## src/rtl/sequence_player_pkg.sv

```systemverilog
// Shared memory-game types: FSM states, the 2-bit symbol and its LED decode.
package sequence_player_pkg;

  typedef enum logic [2:0] {
    ST_IDLE,
    ST_APPEND,
    ST_SHOW_ON,
    ST_SHOW_OFF,
    ST_DONE
  } state_t;

  typedef logic [1:0] symbol_t;

  localparam int DEFAULT_ON_TICKS  = 4;
  localparam int DEFAULT_OFF_TICKS = 2;

  // Symbols 0..2 map to led[0..2]; 3 is never stored but still decodes one-hot.
  function automatic logic [2:0] led_decode(input symbol_t s);
    logic [2:0] v;
    v = 3'b001;
    case (s)
      2'd1:    v = 3'b010;
      2'd2:    v = 3'b100;
      default: v = 3'b001;
    endcase
    return v;
  endfunction

endpackage

```

## src/rtl/sequence_player_pattern_mem.sv

```systemverilog
// Pattern register file: synchronous write, two asynchronous read ports
// (one for the external checker, one for the playback FSM).
module pattern_mem
  import sequence_player_pkg::*;
#(
  parameter int DEPTH = 16,
  parameter int AW    = $clog2(DEPTH)
) (
  input  logic          clk,
  input  logic          wr_en,
  input  logic [AW-1:0] wr_addr,
  input  symbol_t       wr_data,
  input  logic [AW-1:0] rd_addr,
  output symbol_t       rd_data,
  input  logic [AW-1:0] play_addr,
  output symbol_t       play_data
);

  symbol_t words [DEPTH];

  generate
    for (genvar gi = 0; gi < DEPTH; gi++) begin : g_word
      symbol_t word_reg;
      always_ff @(posedge clk) begin
        if (wr_en && (wr_addr == AW'(gi))) begin
          word_reg <= wr_data;
        end
      end
      assign words[gi] = word_reg;
    end
  endgenerate

  assign rd_data   = words[rd_addr];
  assign play_data = words[play_addr];

endmodule

```

## src/rtl/sequence_player.sv

```systemverilog
// Memory-game sequence player: appends one random symbol per round and
// replays the whole stored pattern on three one-hot LEDs, paced by tick.
module sequence_player
  import sequence_player_pkg::*;
#(
  parameter int  MAX_LEN   = 16,
  parameter int  ON_TICKS  = DEFAULT_ON_TICKS,
  parameter int  OFF_TICKS = DEFAULT_OFF_TICKS,
  localparam int AW        = $clog2(MAX_LEN)
) (
  input  logic          clk,
  input  logic          reset,
  input  logic [1:0]    rnd_in,
  output logic          rnd_en,
  input  logic          start,
  input  logic          clear,
  input  logic          tick,
  input  logic [AW-1:0] rd_addr,
  output logic [1:0]    rd_data,
  output logic [2:0]    led,
  output logic          busy,
  output logic          done,
  output logic [AW:0]   seq_len,
  output logic          full
);

  localparam int TICK_MAX = (ON_TICKS > OFF_TICKS) ? ON_TICKS : OFF_TICKS;
  localparam int CW       = $clog2(TICK_MAX + 1);

  state_t        state_reg, state_next;
  logic [CW-1:0] tick_cnt_reg, tick_cnt_next;
  logic [AW-1:0] play_idx_reg, play_idx_next;
  logic [AW:0]   seq_len_reg, seq_len_next;
  logic [2:0]    led_reg, led_next;
  logic          rnd_en_reg;
  logic          wr_en;
  logic          full_w;
  symbol_t       wr_data, play_data, show_sym;

  assign full_w  = (seq_len_reg == (AW+1)'(MAX_LEN));
  assign wr_data = (rnd_in == 2'd3) ? 2'd0 : rnd_in;

  pattern_mem #(
    .DEPTH (MAX_LEN),
    .AW    (AW)
  ) u_mem (
    .clk       (clk),
    .wr_en     (wr_en),
    .wr_addr   (seq_len_reg[AW-1:0]),
    .wr_data   (wr_data),
    .rd_addr   (rd_addr),
    .rd_data   (rd_data),
    .play_addr (play_idx_next),
    .play_data (play_data)
  );

  always_comb begin
    state_next    = state_reg;
    tick_cnt_next = tick_cnt_reg;
    play_idx_next = play_idx_reg;
    seq_len_next  = seq_len_reg;
    wr_en         = 1'b0;
    case (state_reg)
      ST_IDLE: begin
        if (clear) begin
          seq_len_next = '0;
        end else if (start) begin
          state_next = ST_APPEND;
        end
      end
      ST_APPEND: begin
        play_idx_next = '0;
        state_next    = ST_SHOW_ON;
        if (!full_w) begin
          wr_en        = 1'b1;
          seq_len_next = seq_len_reg + (AW+1)'(1);
        end
      end
      ST_SHOW_ON: begin
        if (tick) begin
          if (tick_cnt_reg == CW'(ON_TICKS - 1)) begin
            state_next = ST_SHOW_OFF;
          end else begin
            tick_cnt_next = tick_cnt_reg + CW'(1);
          end
        end
      end
      ST_SHOW_OFF: begin
        if (tick) begin
          if (tick_cnt_reg == CW'(OFF_TICKS - 1)) begin
            if ({1'b0, play_idx_reg} == (seq_len_reg - (AW+1)'(1))) begin
              state_next = ST_DONE;
            end else begin
              play_idx_next = play_idx_reg + AW'(1);
              state_next    = ST_SHOW_ON;
            end
          end else begin
            tick_cnt_next = tick_cnt_reg + CW'(1);
          end
        end
      end
      ST_DONE: state_next = ST_IDLE;
      default: state_next = ST_IDLE;
    endcase
    // Every state is entered with a fresh tick count.
    if (state_next != state_reg) begin
      tick_cnt_next = '0;
    end
  end

  // The first symbol of a fresh pattern is written in the same cycle the LED
  // register loads it, so forward the write data past the memory.
  always_comb begin
    show_sym = play_data;
    if (wr_en && (seq_len_reg[AW-1:0] == play_idx_next)) begin
      show_sym = wr_data;
    end
    led_next = (state_next == ST_SHOW_ON) ? led_decode(show_sym) : 3'b000;
  end

  always_ff @(posedge clk) begin
    if (!reset) begin
      state_reg    <= ST_IDLE;
      tick_cnt_reg <= '0;
      play_idx_reg <= '0;
      seq_len_reg  <= '0;
      led_reg      <= 3'b000;
      rnd_en_reg   <= 1'b0;
    end else begin
      state_reg    <= state_next;
      tick_cnt_reg <= tick_cnt_next;
      play_idx_reg <= play_idx_next;
      seq_len_reg  <= seq_len_next;
      led_reg      <= led_next;
      rnd_en_reg   <= (state_next == ST_IDLE);
    end
  end

  assign led     = led_reg;
  assign rnd_en  = rnd_en_reg;
  assign busy    = (state_reg != ST_IDLE);
  assign done    = (state_reg == ST_DONE);
  assign seq_len = seq_len_reg;
  assign full    = full_w;

endmodule

```

## config.mk

```make
export PLATFORM = sky130hd
export DESIGN_NAME = sequence_player
export DESIGN_NICKNAME = d
export VERILOG_FILES = /design/src/rtl/sequence_player_pkg.sv /design/src/rtl/sequence_player_pattern_mem.sv /design/src/rtl/sequence_player.sv
export SDC_FILE = /design/constraint.sdc
export NUM_CORES = 1
export LEC_CHECK = 0
export CAP_MARGIN = 20
export CORE_ASPECT_RATIO = 1.75
export CORE_MARGIN = 5
export CORE_UTILIZATION = 35
export DETAILED_ROUTE_END_ITERATION = 6
export GPL_ROUTABILITY_DRIVEN = 0
export PLACE_DENSITY = 0.61
export SKIP_CTS_REPAIR_TIMING = 1
export SLEW_MARGIN = 40
export SYNTH_ARGS = -nofsm -noshare
export SYNTH_HDL_FRONTEND = slang
export SYNTH_SLANG_ARGS = --single-unit
export TNS_END_PERCENT = 1
```

## constraint.sdc

```tcl
create_clock -name clk -period 10.9 [get_ports clk]
set_input_delay 1.635 -clock clk [delete_from_list [all_inputs] [get_ports clk]]
set_output_delay 1.635 -clock clk [all_outputs]
set_load 0.02 [all_outputs]
```

==> impl_metrics.ini <==
[layout]
largest_reg_flops = 32
drive_gt1_frac = 0.09446
diodes = 0
final_common_cell = edfxtp_1
area_delta_synth_final_pct = 16.05
nets = 327
post-route-util = 0.4096
final_cell_mix = edfxtp_1, and2_1, clkdlybuf4s50_1
fin_area_sq_mm = 0.003528

[setup_path]
cp-start-kind = primary input
worst_path_max_delay_cell = clkdlybuf4s50_1
reg2reg_from = seq_len[0]
path_cells = clkdlybuf4s50_1 > mux4_2 > mux4_2 > clkdlybuf4s50_1
cpPeakStageDelay_ns = 0.74
crit_required_ns = 9.27
cp_max_fo = 8
cp-end-kind = output pin
rr_endpoint = led[0]
rrSetupSlack_ns = 6.69
cp_top_family = buffers and inverters
crit_buf_inv = 2
reg2reg_depth = 12
arrival_ns = 3.97
crit_type = primary input to output pin

[route]
wl_microns = 8020
first_pass_iters = 5
ant_nets = 0
wl_per_cell_microns = 18.92
drtIter0Drc = 289
drc_errors = 0
vias = 2389
viasPerCell = 5.634

[min_path]
min_path_cells = 2
hold_start = tick_cnt_reg[2]
min_path_type = flop to flop
hold-path-endpoint = tick_cnt_reg[2]

[grt]
grt_max_degree = 18
use_met3 = 0.02774
first_global_vias = 2413
grtUsageMet2 = 0.2897
grt_pass1_wl_microns = 13190
grtUsageMet1 = 0.1781
busiest_layer = met2
antenna_found_initial = 0
gr-total-overflow = 0
grt_util_all_layers = 0.1628

[timing]
slew_violations = 0
worst_pin_slew_ns = 0.6281
final.period_utilization = 0.5138
finalHoldViolCount = 0
setup_viol = 0
fmax_mhz = 178.6
post-route-min-period_ns = 5.600
rsz0062_at_grt = false
final.setup_skew_ns = 0.005234
final.setup.tns_ns = 0
max_slew_margin = 0.5768

[synth]
synth_top_family_by_area = simple AND/OR/NAND/NOR gates
synthCells = 284
synth_seq_cells = 51
async_flop_share = 0
synth_warnings = 0
synth_ff_type = edfxtp_1
avgSynthCellArea_sq_um = 10.71
synthDistinctLibCells = 53
synthesis.nets = 305
synthAdderAreaFrac = 0.04115
synth_xor_area_frac = 0.03745
synth_edf_count = 32
syn_area_sq_mm = 0.003040
synthSimpleGateAreaFrac = 0.2198
synth_mux_area_frac = 0.08066
synth_compound_area_frac = 0.1477
yosysSeqAreaShare = 0.4412

[clock_tree]
cts-buffers-inserted = 5
clk_latency_ns = 0.29
htreeDepth = 2
cts_tree = done
cts.sinks = 51
clk_path_buf_depth = 2
clk_pin_slew_ns = 0.07
ctsRootBufferMaster = clkbuf_16

[power]
leakage_uw = 0.001211
worst_ir_drop_vdd_v = 0.0001050
p_total_uw = 401.2
power.density_mw_per_mm2 = 113.7

[floorplan]
die-area_sq_mm = 0.01072
die_w_microns = 80.46
initial_utilization = 0.3529
num_io_pins = 25
die_h_microns = 133.3
fp-row-count = 45
coreArea_sq_mm = 0.008615

[placed_design]
hpwlAfterDp_microns = 6286
placed_area_sq_mm = 0.003379
portBuffers = 24

[run]
maxCapViolations = 0

[status]
status = finished clean
[layout make-up]
class	count	area, sq um
inverter	6	22.52
tap	117	146.4
sequential	51	1341
multi-input combinational	215	1607
fill	855	5086
clock inverter	3	23.77
timing repair buffer	27	262.8
clock buffer	5	125.1
[how the worst max path moves through the flow]
stage,startpoint,to,cells past startpoint
6_report,rd_addr[1],rd_data[0],4
5_1_grt,rd_addr[0],rd_data[1],4
4_1_cts,rd_addr[1],rd_data[0],4
3_5_place_dp,rd_addr[1],rd_data[0],4
3_3_place_gp,rd_addr[1],rd_data[0],4
2_1_floorplan,rd_addr[1],rd_data[0],3
[per-stage QoR]
stage	hold WS [ns]	cells	worst slack (ns)
finish	0.5227	424	5.300
global route	0.5479	424	5.190
CTS	0.5238	424	5.279
detailed placement	0.5139	416	5.286
global placement	0.5018	416	5.333
floorplan	0.4910	284	6.207
[cells by family after synthesis]
family,count (synthesis)
compound gates,62
xor+xnor,13
fa+ha+maj,10
buf+inv,18
flops,51
mux,12
simple gates,118
[tightest hold or removal path, cell delays in order (launching register included)]
cell and delay [ns]:
dfxtp_1 0.33, nor2_1 0.10, a211oi_1 0.05
[synthesized netlist by cell type, drive strengths merged (2+ instances only)]
master,count,area share
edfxtp,32,0.32
and2,28,0.058
nand2,20,0.025
dfxtp,19,0.13
nor2,15,0.019
o21ai,13,0.021
and3,10,0.021
ha,10,0.041
mux4,10,0.074
nand3,9,0.015
xnor2,9,0.026
a31oi,8,0.016
a21boi,7,0.017
buf,7,0.019
inv,6,0.0074
clkbuf,5,0.0062
nor2b,5,0.010
nor3,5,0.0099
a211oi,4,0.0099
a311oi,4,0.012
nand2b,4,0.0082
nor3b,4,0.012
nor4,4,0.010
xor2,4,0.012
a21oi,3,0.0049
nand4,3,0.0062
o311a,3,0.0099
or3,3,0.0062
a211o,2,0.0058
a221o,2,0.0066
a221oi,2,0.0058
a31o,2,0.0058
a41oi,2,0.0058
and4,2,0.0058
mux2i,2,0.0066
o221ai,2,0.0058
o311ai,2,0.0058
o31ai,2,0.0049
or2,2,0.0041
or4,2,0.0049
[report_power, final]
group,internal [uW],total [uW],switching [uW],leakage [uW]
clock network,86.3,158,72.0,0.0000717
logic,16.9,34.2,17.3,0.000693
registers,206,209,2.22,0.000446
total,310,401,91.5,0.00121
[per-layer routing]
layer	routed length (microns)	vias up	part of all wire
met5	0	-	0
met3	289	21	0.036
met4	394	0	0.049
met1	2979	1160	0.37
met2	4356	79	0.54
li1	-	1129	-
Power figures use the tool's default switching activity.
